File: src/rtl/eth_mac_tx_pad.sv
// eth_mac_tx_pad: Ethernet TX engine (preamble/SFD, payload, zero pad, CRC-32 FCS, inter-frame gap)
//   clk, rst (sync, active high), start_in: transmit enable sampled in IDLE
//   rd_en_out/rd_d_in/rd_empty_in: FWFT FIFO pop port, word [8]=1 control ([1:0] 00 SOF, 01 EOF, 1x ERR)
//   eth_tx_d_out/eth_tx_en_out/eth_tx_err_out: registered GMII/MII byte pins, busy_out: not idle
//   frame_cnt_out/err_cnt_out: completed frames / aborts, present only with ETH_TX_STATS_EN defined
module eth_mac_tx_pad #(
  parameter int PREAMBLE_LEN = 7,
  parameter int IFG_LEN      = 12,
  parameter int MIN_FRAME    = 60,
  parameter int CNT_W        = 16
) (
  input  logic             clk,
  input  logic             rst,
  input  logic             start_in,
  output logic [7:0]       eth_tx_d_out,
  output logic             eth_tx_en_out,
  output logic             eth_tx_err_out,
  output logic             rd_en_out,
  input  logic [8:0]       rd_d_in,
  input  logic             rd_empty_in,
  output logic             busy_out
`ifdef ETH_TX_STATS_EN
  ,
  output logic [CNT_W-1:0] frame_cnt_out,
  output logic [CNT_W-1:0] err_cnt_out
`endif
);
  typedef enum logic [2:0] {IDLE, PRE, DATA, PAD, FCS, IFG} state_t;
  localparam logic [CNT_W-1:0] PRE_L = CNT_W'(PREAMBLE_LEN);
  localparam logic [CNT_W-1:0] IFG_L = CNT_W'(IFG_LEN - 1);
  localparam logic [CNT_W-1:0] MIN_L = CNT_W'(MIN_FRAME);
  state_t state, state_n;
  logic [CNT_W-1:0] cnt, cnt_n, byte_cnt, byte_cnt_n, byte_inc;
  logic [31:0] crc, crc_n, fcs;
  logic [7:0] d_n;
  logic en_n, err_n, frame_inc, err_inc, ctl, sof, eof;
  // Non-reflected register fed data bit 0 first, which is the reflected Ethernet CRC bit-reversed.
  function automatic logic [31:0] crc_upd(input logic [31:0] c, input logic [7:0] d);
    logic [31:0] r;
    r = c;
    for (int i = 0; i < 8; i++) r = {r[30:0], 1'b0} ^ ((r[31] ^ d[i]) ? 32'h04c11db7 : 32'h0);
    return r;
  endfunction
  assign ctl      = rd_d_in[8];
  assign sof      = ctl && rd_d_in[1:0] == 2'b00;
  assign eof      = ctl && rd_d_in[1:0] == 2'b01;
  assign fcs      = ~crc;
  assign byte_inc = &byte_cnt ? byte_cnt : byte_cnt + 1'b1;
  assign busy_out = state != IDLE;
  always_comb begin
    state_n    = state;
    cnt_n      = cnt;
    byte_cnt_n = byte_cnt;
    crc_n      = crc;
    d_n        = 8'h00;
    en_n       = 1'b0;
    err_n      = 1'b0;
    rd_en_out  = 1'b0;
    frame_inc  = 1'b0;
    err_inc    = 1'b0;
    case (state)
      IDLE: begin
        crc_n     = '1;
        rd_en_out = start_in && !rd_empty_in;
        if (rd_en_out && sof) begin
          state_n    = PRE;
          cnt_n      = '0;
          byte_cnt_n = '0;
        end else if (rd_en_out && ctl && rd_d_in[1]) begin
          state_n = IFG;
          cnt_n   = '0;
          err_n   = 1'b1;
          err_inc = 1'b1;
        end
      end
      PRE: begin
        en_n    = 1'b1;
        d_n     = cnt == PRE_L ? 8'hab : 8'haa;
        cnt_n   = cnt + 1'b1;
        state_n = cnt == PRE_L ? DATA : PRE;
      end
      // EOF and every pad cycle share the tail step so the first pad/FCS byte follows the last data byte directly.
      DATA, PAD: begin
        rd_en_out = state == DATA && !rd_empty_in;
        en_n      = 1'b1;
        if (state == DATA && (rd_empty_in || (ctl && !eof))) begin
          state_n = IFG;
          cnt_n   = '0;
          err_n   = 1'b1;
          err_inc = 1'b1;
        end else if (state == DATA && !ctl) begin
          d_n        = rd_d_in[7:0];
          crc_n      = crc_upd(crc, rd_d_in[7:0]);
          byte_cnt_n = byte_inc;
        end else if (byte_cnt < MIN_L) begin
          crc_n      = crc_upd(crc, 8'h00);
          byte_cnt_n = byte_inc;
          state_n    = PAD;
        end else begin
          d_n     = fcs[31:24];
          cnt_n   = CNT_W'(1);
          state_n = FCS;
        end
      end
      FCS: begin
        en_n      = 1'b1;
        d_n       = cnt[1:0] == 2'd1 ? fcs[23:16] : cnt[1:0] == 2'd2 ? fcs[15:8] : fcs[7:0];
        frame_inc = cnt[1:0] == 2'd3;
        cnt_n     = frame_inc ? '0 : cnt + 1'b1;
        state_n   = frame_inc ? IFG : FCS;
      end
      IFG: begin
        cnt_n   = cnt + 1'b1;
        state_n = cnt == IFG_L ? IDLE : IFG;
      end
      default: state_n = IDLE;
    endcase
  end
  always_ff @(posedge clk) begin
    if (rst) begin
      state          <= IDLE;
      cnt            <= '0;
      byte_cnt       <= '0;
      crc            <= '1;
      eth_tx_d_out   <= '0;
      eth_tx_en_out  <= 1'b0;
      eth_tx_err_out <= 1'b0;
    end else begin
      state          <= state_n;
      cnt            <= cnt_n;
      byte_cnt       <= byte_cnt_n;
      crc            <= crc_n;
      eth_tx_d_out   <= d_n;
      eth_tx_en_out  <= en_n;
      eth_tx_err_out <= err_n;
    end
  end
`ifdef ETH_TX_STATS_EN
  always_ff @(posedge clk) begin
    if (rst) begin
      frame_cnt_out <= '0;
      err_cnt_out   <= '0;
    end else begin
      frame_cnt_out <= frame_cnt_out + CNT_W'(frame_inc);
      err_cnt_out   <= err_cnt_out + CNT_W'(err_inc);
    end
  end
`else
  logic unused_stats;
  assign unused_stats = frame_inc ^ err_inc;
`endif
endmodule

File: config.mk
export PLATFORM = sky130hd
export DESIGN_NAME = eth_mac_tx_pad
export DESIGN_NICKNAME = d
export VERILOG_FILES = /design/src/rtl/eth_mac_tx_pad.sv
export SDC_FILE = /design/constraint.sdc
export NUM_CORES = 1
export LEC_CHECK = 0
export CORE_ASPECT_RATIO = 0.75
export CORE_MARGIN = 3
export CORE_UTILIZATION = 60
export DETAILED_ROUTE_END_ITERATION = 7
export PLACE_DENSITY_LB_ADDON = 0.05
export SYNTH_ARGS = -nofsm -noshare
export SYNTH_HDL_FRONTEND = slang
export SYNTH_SLANG_ARGS = --single-unit
File: constraint.sdc
create_clock -name clk -period 3.69 [get_ports clk]
set_clock_uncertainty 0.05 [all_clocks]
set_input_delay 0.369 -clock clk [delete_from_list [all_inputs] [get_ports clk]]
set_output_delay 0.369 -clock clk [all_outputs]
set_load 0.005 [all_outputs]
==> flow_metrics.env, run 1 <==
export IMPL_endpoint_kind="flop"
export IMPL_vias=4890
export IMPL_synth_top_family_by_area="XOR/XNOR gates"
export IMPL_outcome="complete, no violations"
export IMPL_antennaDiodeCount=0
export IMPL_gr_total_overflow=0
export IMPL_synthSimpleGateAreaFrac_pct=21.3
export IMPL_relSlewSlack_pct=26.4
export IMPL_cp_buffers_inverters=0
export IMPL_worstMarginPinSlew_ns=1.10
export IMPL_synth_xor_area_share_pct=26.0
export IMPL_yosys_warnings=0
export IMPL_nFillCells=708
export IMPL_grt_max_degree=28
export IMPL_synth_cells=661
export IMPL_syn_nets=679
export IMPL_ir_drop_mv=0.347
export IMPL_holdCritPathClass="flop to flop"
export IMPL_power_per_cell_area_nw_per_um2=419
export IMPL_max_stage_delay_ns=0.73
export IMPL_drtIter0Drc=434
export IMPL_firstDrtPassIters=7
export IMPL_pre_cts_slack_ns=0.672
export IMPL_grt_pass1_vias=4479
export IMPL_num_rows=29
export IMPL_cts_repair_resized=0
export IMPL_path_clk_slew_ns=0.06
export IMPL_routedWlPerCell_um=19.7
export IMPL_placed_cell_area_um2=5820
export IMPL_hold_buffers=0
export IMPL_hp_start="byte_cnt[1]$_SDFFE_PP0P_"
export IMPL_postLayoutCellArea_um2=6140
export IMPL_rsz0062_at_grt="no"
export IMPL_finalSetupViolCount=0
export IMPL_drc=0
export IMPL_port_buffers=24
export IMPL_area_growth_pct=11.5
export IMPL_cts_root_buf="clkbuf_16"
export IMPL_grt_use_total_pct=30.4
export IMPL_synth_adder_area_share_pct=1.14
export IMPL_leakage_nw=2.10
export IMPL_critical_path_arrival_ns=2.92
export IMPL_grt_antenna_before_repair=1
export IMPL_dp_cells=761
export IMPL_cts_htree_levels=3
export IMPL_synthMuxAreaShare_pct=4.09
export IMPL_drive_above_1_share_pct=9.00
export IMPL_coreArea_um2=8710
export IMPL_cts_buffers=9
export IMPL_setup_slack_ns=0.914
export IMPL_ant_nets=0
export IMPL_crit_start="state[0]$_SDFFE_PP0P_"
export IMPL_nets=682
export IMPL_period_needed_ns=2.78
export IMPL_final_setup_tns_ns=0
export IMPL_ys_seq_elements=77
export IMPL_worst_skew_pair_late_latency_ns=0.34
export IMPL_cts_sinks=77
export IMPL_required_ns=3.83
export IMPL_initial_core_util_pct=63.3
export IMPL_critical_path_class="flop to flop"
export IMPL_critPathTopFamily="compound AO/OA/AOI/OAI gates"
export IMPL_synth_edff_count=0
export IMPL_cts_setup_buffers=0
export IMPL_die_h_um=89.0
export IMPL_yosysUniqueCellTypes=65
export IMPL_die_area_um2=10400
export IMPL_cap_violations=0
export IMPL_final_period_utilization_pct=75.2
export IMPL_cpMaxStageDelayCell="dfxtp_1"
export IMPL_synthesis_area_um2=5510
export IMPL_critPathLaunchType="flop"
export IMPL_hpwl_um=11100
export IMPL_ctsLongestPathBuffers=2
export IMPL_final_util_pct=70.5
export IMPL_gp_congestion=0.990
export IMPL_num_io_pins=25
export IMPL_crit_top_cell="a21oi_1"
export IMPL_slew_violations=0
export IMPL_die_w_um=117
export IMPL_timing_critical_path_fanout_max=19
export IMPL_power_mw=2.57
export IMPL_yosysSeqAreaShare_pct=28.0
export IMPL_finalHoldViolCount=0
export IMPL_stdcell_count=775
export IMPL_wl_um=15300
export IMPL_holdWs_ns=0.437
export IMPL_reg2reg_slack_ns=0.91
export IMPL_grt_pass1_wl_um=24100
export IMPL_synth_compound_area_share_pct=14.8
export IMPL_rr_startpoint="state[0]$_SDFFE_PP0P_"
export IMPL_avgViaCountPerCell=6.31
export IMPL_clock_fmax_ghz=0.360
export IMPL_cts_tree="built"
export IMPL_synth_main_ff_cell="dfxtp_1"
export IMPL_path_cells="or2_1, o21bai_1, a21oi_1, nand2_1, o31ai_2, a21oi_1"
export IMPL_async_flop_share_pct=0
export IMPL_synth_area_per_cell_um2=8.34
flip-flops by register name, indices dropped and copies added, names as in the netlist:
name / cells
state: 3
eth_tx_en_out: 1
crc: 32
cnt: 16
eth_tx_err_out: 1
eth_tx_d_out: 8
byte_cnt: 16
where the power goes:
part | total [mW] | leakage, nW | switching (mW) | internal [mW]
logic | 0.690 | 1.32 | 0.418 | 0.272
registers | 0.885 | 0.622 | 0.0339 | 0.851
clock network | 0.999 | 0.159 | 0.344 | 0.654
total | 2.57 | 2.10 | 0.796 | 1.78
synthesized netlist by cell type (12+ instances only):
cell type,count,area [um^2]
xnor2_1,80,701
dfxtp_1,77,1540
nor2_1,64,240
nand2_1,44,165
xor2_1,40,350
nor3_1,39,195
a21oi_1,36,180
o21ai_0,34,170
clkbuf_1,29,109
o22ai_1,16,100
nand3_1,15,75.1
buf_2,13,65.1
mux2_2,12,135
cells by family (layout without fill, tap and decap cells):
kind of cell    Yosys count  after routing
simple gates            235            235
xor+xnor                137            137
compound gates          127            127
flops                    77             77
buf+inv                  59             65
mux                      21             21
fa+ha+maj                 5              5
cell type report:
type	instances	area, um^2	share of cell area, %
well taps	108	135	2.20
multi-input cells	525	3720	60.6
clock inverters	4	98.8	1.61
repair buffers	44	390	6.35
inverters	7	26.3	0.428
clock buffers	10	229	3.73
flip-flops and latches	77	1540	25.1
placed cells by master (no fill, tap or decap), types with 20 or more instances in the layout:
master | netlist | routed
a21oi_1 | 36 | 36
buf_4 | 4 | 20
clkdlybuf4s50_1 | 0 | 24
dfxtp_1 | 77 | 77
nand2_1 | 44 | 44
nor2_1 | 64 | 64
nor3_1 | 39 | 39
o21ai_0 | 34 | 34
xnor2_1 | 80 | 80
xor2_1 | 40 | 40
final timing paths:
check / to / cells after the start
max: cnt[7]$_SDFFE_PP0P_ / 6
min: byte_cnt[1]$_SDFFE_PP0P_ / 2
max reg2reg: cnt[7]$_SDFFE_PP0P_ / 6
min reg2reg: byte_cnt[1]$_SDFFE_PP0P_ / 2
worst min-delay path: stages (launching register included):
cell and delay [ns]:
dfxtp_1 0.32, nand2_1 0.06, a21oi_1 0.06
metal layers:
metal,GRT usage [%],share of wire (%)
met1,43.3,46
met2,45.3,43
met3,10.1,10
met4,6.35,1.2
met5,0,0.072
Power figures use the tool's default switching activity.
==> inputs of run 2 (changes only) <==
==> constraint.sdc (replaced) <==
create_clock -name clk -period 2.8 [get_ports clk]
set_clock_uncertainty 0.05 [all_clocks]
set_input_delay 0.28 -clock clk [delete_from_list [all_inputs] [get_ports clk]]
set_output_delay 0.28 -clock clk [all_outputs]
set_load 0.005 [all_outputs]
==> flow_metrics.env, run 2 (synthesis results as in run 1) <==
export IMPL_outcome="complete, no violations"
export IMPL_vias=5097
export IMPL_critPathCapture="crc[6]$_SDFFE_PP1P_"
export IMPL_cts_buffers=9
export IMPL_cts_root_buf="clkbuf_16"
export IMPL_cts_sinks=77
export IMPL_timing_critical_path_fanout_max=12
export IMPL_num_io_pins=25
export IMPL_hpwl_um=11200
export IMPL_crit_start="byte_cnt[7]$_SDFFE_PP0P_"
export IMPL_cpMaxStageDelayCell="o221a_2"
export IMPL_critPathLaunchType="flop"
export IMPL_gp_congestion=0.962
export IMPL_drive_above_1_share_pct=11.5
export IMPL_cts_setup_buffers=0
export IMPL_ctsLongestPathBuffers=2
export IMPL_top_regs="crc x32, byte_cnt x16, cnt x16"
export IMPL_finalSetupViolCount=0
export IMPL_grt_pass1_vias=4630
export IMPL_largest_reg_flops=32
export IMPL_clock_fmax_ghz=0.380
export IMPL_ir_drop_mv=0.396
export IMPL_rr_endpoint="crc[6]$_SDFFE_PP1P_"
export IMPL_rr_startpoint="byte_cnt[7]$_SDFFE_PP0P_"
export IMPL_cts_tree="built"
export IMPL_firstDrtPassIters=5
export IMPL_worst_skew_pair_late_latency_ns=0.34
export IMPL_wl_um=15200
export IMPL_multi_input_area_um2=3720
export IMPL_worstMarginPinSlew_ns=0.598
export IMPL_layout_commonest_cell="xnor2_1"
export IMPL_leakage_nw=2.16
export IMPL_gr_total_overflow=0
export IMPL_hp_start="byte_cnt[1]$_SDFFE_PP0P_"
export IMPL_hold_buffers=0
export IMPL_cts_htree_levels=3
export IMPL_ant_nets=0
export IMPL_final_cell_mix="xnor2_1, dfxtp_1, nor2_1, nand2_1, xor2_1"
export IMPL_num_rows=29
export IMPL_coreArea_um2=8710
export IMPL_die_area_um2=10400
export IMPL_cap_violations=0
export IMPL_holdCritPathClass="flop to flop"
export IMPL_reg2reg_slack_ns=0.17
export IMPL_cts_repair_resized=0
export IMPL_slew_violations=0
export IMPL_path_cells="nor4_1, and4b_1, buf_4, o221a_2, nand2_1, a211oi_1, o21ai_0"
export IMPL_area_growth_pct=13.5
export IMPL_die_h_um=89.0
export IMPL_critical_path_class="flop to flop"
export IMPL_routedWlPerCell_um=19.1
export IMPL_relSlewSlack_pct=60.1
export IMPL_power_mw=3.30
export IMPL_drc=0
export IMPL_regMostFlops="crc"
export IMPL_grt_use_total_pct=30.6
export IMPL_initial_core_util_pct=63.3
export IMPL_rsz0062_at_grt="no"
export IMPL_grt_antenna_before_repair=0
export IMPL_final_util_pct=71.9
export IMPL_pre_cts_slack_ns=0.155
export IMPL_final_period_utilization_pct=94.0
export IMPL_reg2regPathDepth=7
export IMPL_required_ns=2.97
export IMPL_endpoint_kind="flop"
export IMPL_grt_pass1_wl_um=24500
export IMPL_regArea_um2=1540
export IMPL_avgViaCountPerCell=6.42
export IMPL_period_needed_ns=2.63
export IMPL_nets=699
export IMPL_antennaDiodeCount=0
export IMPL_critical_path_arrival_ns=2.80
export IMPL_max_stage_delay_ns=0.38
export IMPL_setup_slack_ns=0.167
export IMPL_nFillCells=679
export IMPL_grt_max_degree=33
export IMPL_final_setup_tns_ns=0
export IMPL_finalHoldViolCount=0
export IMPL_drtIter0Drc=514
export IMPL_power_per_cell_area_nw_per_um2=528
export IMPL_die_w_um=117
export IMPL_path_clk_slew_ns=0.06
export IMPL_port_buffers=24
## run 2: cell count changes in the layout (fill, tap and decap cells not counted), sizes merged
cell | before | now
buf | 20 | 37
clkbuf | 10 | 11
inv | 7 | 8
clkinvlp | 0 | 2
bufinv | 3 | 1
## run 2: layout make-up
| cell class | instances | share of cell area, % |
|---|---|---|
| tap | 108 | 2.16 |
| multi-input combinational | 525 | 59.5 |
| inverter | 7 | 0.420 |
| sequential | 77 | 24.6 |
| clock buffer | 11 | 3.88 |
| timing repair buffer | 61 | 8.48 |
| clock inverter | 5 | 0.940 |
## run 2: stage by stage
step	cells	instance area, um^2	hold WS, ns
floorplan	661	5510	0.398
global placement	778	5960	0.406
detailed placement	778	5960	0.415
CTS	794	6260	0.423
global route	794	6260	0.472
finish	794	6260	0.421
## run 2: critical path: cells and delay by family, from the launching register on
kind / cells / cell delay [ns]
buffers and inverters: 1 / 0.24
AND/OR/NAND/NOR: 3 / 0.99
AO/OA/AOI/OAI: 3 / 0.86
flip-flops: 1 / 0.37
## run 2: worst min path at each step
stage	to	cells past startpoint
2_1_floorplan	byte_cnt[1]$_SDFFE_PP0P_	2
3_3_place_gp	byte_cnt[1]$_SDFFE_PP0P_	2
3_5_place_dp	byte_cnt[1]$_SDFFE_PP0P_	2
4_1_cts	byte_cnt[1]$_SDFFE_PP0P_	2
5_1_grt	cnt[15]$_SDFFE_PP0P_	2
6_report	byte_cnt[1]$_SDFFE_PP0P_	2
## run 2: where the power goes
part	switching [mW]	internal, mW	total, mW
registers	0.0336	1.12	1.15
clock network	0.461	0.716	1.18
logic	0.575	0.395	0.970
total	1.07	2.23	3.30
## run 2: layer usage
metal	vias to the layer above	share of wire [%]	global-route usage (%)
li1	2361	-	-
met1	2439	45	44.4
met2	271	43	45.8
met3	26	11	7.65
met4	0	1.5	7.19
met5	-	0	0
==> inputs of run 3 (changes only) <==
--- a/config.mk
+++ b/config.mk
@@ -5,7 +5,7 @@
 export SDC_FILE = /design/constraint.sdc
 export NUM_CORES = 1
 export LEC_CHECK = 0
-export CORE_ASPECT_RATIO = 0.75
+export CORE_ASPECT_RATIO = 1.75
 export CORE_MARGIN = 3
 export CORE_UTILIZATION = 60
 export DETAILED_ROUTE_END_ITERATION = 7
==> flow_metrics.env, run 3 (synthesis results as in run 1) <==
export IMPL_grt_pass1_wl_um=25000
export IMPL_cts_tree="built"
export IMPL_ctsLongestPathBuffers=2
export IMPL_leakage_nw=2.22
export IMPL_gp_congestion=0.994
export IMPL_largest_reg_flops=32
export IMPL_avgViaCountPerCell=6.20
export IMPL_finalHoldViolCount=0
export IMPL_critPathLaunchType="flop"
export IMPL_critical_path_class="flop to flop"
export IMPL_nets=709
export IMPL_coreArea_um2=8840
export IMPL_initial_core_util_pct=62.3
export IMPL_whs_path_depth=2
export IMPL_holdCritPathClass="flop to flop"
export IMPL_ant_nets=0
export IMPL_clock_fmax_ghz=0.402
export IMPL_num_rows=45
export IMPL_endpoint_kind="flop"
export IMPL_cts_buffers=9
export IMPL_critical_path_arrival_ns=2.66
export IMPL_gr_total_overflow=0
export IMPL_cp_buffers_inverters=1
export IMPL_num_io_pins=25
export IMPL_slew_violations=0
export IMPL_final_cell_mix="xnor2_1, dfxtp_1, nor2_1, buf_4, nand2_1"
export IMPL_reg2regPathDepth=7
export IMPL_rr_endpoint="crc[8]$_SDFFE_PP1P_"
export IMPL_finalSetupViolCount=0
export IMPL_dp_cells=797
export IMPL_cap_violations=0
export IMPL_regMostFlops="crc"
export IMPL_setup_slack_ns=0.310
export IMPL_relSlewSlack_pct=45.3
export IMPL_period_needed_ns=2.49
export IMPL_power_per_cell_area_nw_per_um2=536
export IMPL_worstMarginPinSlew_ns=0.820
export IMPL_vias=5036
export IMPL_crit_top_cell="a211oi_1"
export IMPL_postLayoutCellArea_um2=6360
export IMPL_reg2reg_slack_ns=0.31
export IMPL_hold_buffers=0
export IMPL_rsz0062_at_grt="no"
export IMPL_cts_repair_resized=0
export IMPL_grt_max_degree=27
export IMPL_multi_input_area_um2=3720
export IMPL_firstDrtPassIters=5
export IMPL_grt_use_total_pct=30.9
export IMPL_top_regs="crc x32, byte_cnt x16, cnt x16"
export IMPL_path_clk_slew_ns=0.06
export IMPL_hp_start="byte_cnt[1]$_SDFFE_PP0P_"
export IMPL_final_period_utilization_pct=88.9
export IMPL_critPathTopFamily="simple AND/OR/NAND/NOR gates"
export IMPL_ir_drop_mv=0.445
export IMPL_grt_pass1_vias=4863
export IMPL_final_setup_tns_ns=0
export IMPL_wl_um=15700
export IMPL_min_to="byte_cnt[1]$_SDFFE_PP0P_"
export IMPL_port_buffers=24
export IMPL_cts_root_buf="clkbuf_16"
export IMPL_required_ns=2.97
export IMPL_layout_commonest_cell="xnor2_1"
export IMPL_regArea_um2=1540
export IMPL_placed_cell_area_um2=6040
export IMPL_drtIter0Drc=389
export IMPL_die_h_um=133
export IMPL_rr_startpoint="byte_cnt[11]$_SDFFE_PP0P_"
export IMPL_pre_cts_slack_ns=0.125
export IMPL_final_util_pct=71.9
export IMPL_cpMaxStageDelayCell="or4_1"
export IMPL_worst_skew_pair_late_latency_ns=0.33
export IMPL_drc=0
export IMPL_cts_htree_levels=3
export IMPL_drive_above_1_share_pct=12.7
export IMPL_cts_setup_buffers=0
export IMPL_routedWlPerCell_um=19.4
export IMPL_nFillCells=733
export IMPL_die_w_um=78.5
export IMPL_timing_critical_path_fanout_max=11
export IMPL_cts_sinks=77
export IMPL_max_stage_delay_ns=0.48
export IMPL_die_area_um2=10400
export IMPL_outcome="complete, no violations"
export IMPL_path_cells="nor4_1, and4b_1, o221ai_4, buf_4, or4_1, a211oi_1, a211oi_1"
export IMPL_stdcell_count=812
export IMPL_grt_antenna_before_repair=0
export IMPL_antennaDiodeCount=0
export IMPL_hpwl_um=11900
export IMPL_area_growth_pct=15.3
run 3: worst max-delay path by stage:
stage / from / end / slack, ns / cells past startpoint
after detailed placement: rd_d_in[1] / crc[8]$_SDFFE_PP1P_ / 0.13 / 8
after global placement: rd_d_in[1] / crc[6]$_SDFFE_PP1P_ / 0.20 / 8
after global routing: byte_cnt[11]$_SDFFE_PP0P_ / crc[11]$_SDFFE_PP1P_ / 0.21 / 7
after floorplan: state[0]$_SDFFE_PP0P_ / byte_cnt[15]$_SDFFE_PP0P_ / 0.70 / 8
after CTS: byte_cnt[11]$_SDFFE_PP0P_ / crc[8]$_SDFFE_PP1P_ / 0.33 / 7
final: byte_cnt[11]$_SDFFE_PP0P_ / crc[8]$_SDFFE_PP1P_ / 0.31 / 7
run 3: cell type report:
| cell class | instances | area share (%) |
|---|---|---|
| clock buffers | 11 | 3.82 |
| repair buffers | 71 | 9.53 |
| well taps | 117 | 2.30 |
| clock inverters | 4 | 1.14 |
| multi-input cells | 525 | 58.6 |
| inverters | 7 | 0.413 |
| flip-flops and latches | 77 | 24.2 |
run 3: worst register-to-register path, cell delays in order (launching register included):
cell and delay, ns:
dfxtp_1 0.35, nor4_1 0.32, and4b_1 0.40, o221ai_4 0.22
buf_4 0.23, or4_1 0.49, a211oi_1 0.23, a211oi_1 0.08
run 3: per-layer routing:
metal | GRT usage (%) | vias up | wire, um
met4 | 19.4 | 0 | 971
li1 | - | 2382 | -
met5 | 0 | - | 0
met1 | 32.1 | 2408 | 5730
met3 | 4.02 | 67 | 596
met2 | 56.8 | 179 | 8440
run 3: through the flow:
stage | power (mW) | hold slack [ns]
2_1_floorplan | 1.85 | 0.398
3_3_place_gp | 2.16 | 0.409
3_5_place_dp | 2.17 | 0.417
4_1_cts | 3.41 | 0.425
5_1_grt | 3.53 | 0.464
6_report | 3.41 | 0.425
run 3: report_power, final:
part / leakage (nW) / internal, mW / switching, mW
clock: 0.152 / 0.798 / 0.452
combinational: 1.45 / 0.420 / 0.585
sequential: 0.622 / 1.12 / 0.0341
==> RTL change: new RTL, flow settings as in run 2 <==
Re-encode `state_t` (6 states) as one-hot, 6 bits wide.
--- a/src/rtl/eth_mac_tx_pad.sv
+++ b/src/rtl/eth_mac_tx_pad.sv
@@ -25,7 +25,7 @@
   output logic [CNT_W-1:0] err_cnt_out
 `endif
 );
-  typedef enum logic [2:0] {IDLE, PRE, DATA, PAD, FCS, IFG} state_t;
+  typedef enum logic [5:0] {IDLE = 6'b000001, PRE = 6'b000010, DATA = 6'b000100, PAD = 6'b001000, FCS = 6'b010000, IFG = 6'b100000} state_t;
   localparam logic [CNT_W-1:0] PRE_L = CNT_W'(PREAMBLE_LEN);
   localparam logic [CNT_W-1:0] IFG_L = CNT_W'(IFG_LEN - 1);
   localparam logic [CNT_W-1:0] MIN_L = CNT_W'(MIN_FRAME);
Behaviour: no difference found for any inputs over 10 cycles, from zero or initial values and one cycle with rst high; not proved beyond that.
==> RTL change against run 2 <==
  * Design area grew 0.20%
  * Synthesized area is 0.34% lower
  * Utilization increased by 0.44 points
  * Synthesized cell count fell by 0.30%
  * Sequential cell count rose by 3
  * Largest cell class unchanged
  * Worst setup slack better by 0.024 ns
  * Routed wire length is 0.99% lower
  * Sequential share of layout area increased by 0.91 points
Power is not compared: it rests on default switching activity, and its combinational part moved more than twofold at a synthesized area within 25%.
==> RTL change: results (changes against run 2) <==
* ANT cells at 0 (unchanged)
* R2r worst-path depth at 7 (unchanged)
* # fillers at 693 (was 679)
* Initial antenna violation count at 0 (unchanged)
* Arrival time worst endpoint at 2.81 ns (was 2.80 ns)
* Crit-path slowest cell: or4_1 (was o221a_2)
* Postcts setup bufs at 0 (unchanged)
* Largest registers: crc x32, byte_cnt x16, cnt x16 (unchanged)
* Clock Tree Root: clkbuf_16 (unchanged)
* Vias/cell at 6.19 (was 6.42)
* Delay-heaviest family, CP: simple AND/OR/NAND/NOR gates (unchanged)
* Mapped Nets at 677 (was 679)
* Wire per inst at 18.7 µm (was 19.1 µm)
* Synth cell count leaders: xnor2_1, nor2_1, dfxtp_1, nand2_1, xor2_1 (was xnor2_1, dfxtp_1, nor2_1, nand2_1, xor2_1)
* Worst path max stage delay at 0.56 ns (was 0.38 ns)
* Synth area leaders: dfxtp_1, xnor2_1, nor2_1, xor2_1, nand2_1 (was dfxtp_1, xnor2_1, xor2_1, nor2_1, xnor3_1)
* Worst-path maximum fanout at 19 (was 12)
* Post_cts resized at 0 (unchanged)
* Clk_lat worst skew at 0.34 ns (about the same)
* Clock transition at path regs at 0.06 ns (about the same)
* Vias in the first global route at 4,604 (was 4,630)
* VDD IR max at ~0.00036 V
* First-pass GRT wire length at 24.0 mm (was 24.5 mm)
* Seq/Total Area, Yosys at 0.292 (was 0.280)
* Post-synth cell types at 60 (was 65)
* Worst-margin pin slew at 0.743 ns (was 0.598 ns)
* Worst hold path depth at 1 (was 2)
* Worst Hold Class: flop to flop (unchanged)
* Port Buffers at 24 (unchanged)
* CTS Buf Count at 9 (unchanged)
* Outcome: finished, final reports clean (unchanged)
* Largest net degree at the start of global routing at 27 (was 33)
* GPL Wtd Cong at 1.06 (was 0.962)
* Fin nets at 710 (was 699)
* Worst slack, placed at 0.118 ns (was 0.155 ns)
* H-tree depth at 3 (unchanged)
* HPWL Detailed at 11.2 mm (about the same)
* Lkg Pwr at ~2.2 nW
* Ratio of cells with drive above 1 in the final layout at 0.117 (was 0.115)
* Main flop type after synthesis: dfxtp_1 (unchanged)
* Async set-reset flop share out of synthesis at 0 (unchanged)
* Post-CTS Hold Buffers at 0 (unchanged)
* Starting DRT DRC Count at 371 (was 514)
* CTS max path bufs at 2 (unchanged)
* Drt first pass iters at 5 (unchanged)
* Gr usage total at 0.302 (was 0.306)
[RTL change: cell types whose count changed in the layout (fill, tap and decap cells not counted), sizes merged, moves of 7 or more]
cell and change:
nor3 -11, o21bai +14, buf +8, nor2 +18
xnor2 +16, xor2 -9, o22ai -14, and2 -8
nand2 +7, a2bb2oi +8
[RTL change: per-layer routing]
metal  track usage  part of all wire  vias to the layer above
li1              -                 -                     2353
met1         0.424              0.45                     2356
met2         0.455              0.43                      230
met3        0.0697             0.085                       35
met4         0.112             0.029                        0
met5             0                 0                        -
[RTL change: final cells by class]
class / instances / area share
inverter: 7 / 0.00419
multi-input combinational: 525 / 0.579
sequential: 80 / 0.255
tap: 108 / 0.0216
clock inverter: 3 / 0.00698
timing repair buffer: 69 / 0.0942
clock buffer: 11 / 0.0387
[RTL change: final timing paths]
path              slack [ns]      end     start
setup / recovery        0.19   cnt[8]  state[0]
hold / removal          0.41  crc[29]   crc[29]
setup reg to reg        0.19   cnt[8]  state[0]
hold reg to reg         0.41  crc[29]   crc[29]
[RTL change: kinds of logic (layout without fill, tap and decap cells)]
kind of cell             after synthesis  after routing  synth area share
buffers and inverters                 54             90            0.0476
flip-flops                            80             80             0.292
adder cells (fa/ha/maj)                5              5            0.0114
AND/OR/NAND/NOR                      231            231             0.203
AO/OA/AOI/OAI                        131            131             0.162
XOR/XNOR                             140            140             0.250
multiplexers                          18             18            0.0346
[RTL change: power by group]
group	internal [mW]	switching, mW	total [mW]
combinational	0.195	0.195	0.390
clock	0.705	0.463	1.17
sequential	1.14	0.00656	1.15
[RTL change: per-stage QoR]
stage	cells	hold slack [ns]	utilization	instance area, µm²	power, mW
after floorplan	659	0.402	-	5490	1.45
after global placement	789	0.395	0.690	5980	1.55
after detailed placement	789	0.404	0.690	5980	1.56
after CTS	803	0.417	0.723	6270	2.72
after global routing	803	0.423	0.723	6270	2.80
final	803	0.413	0.723	6270	2.71
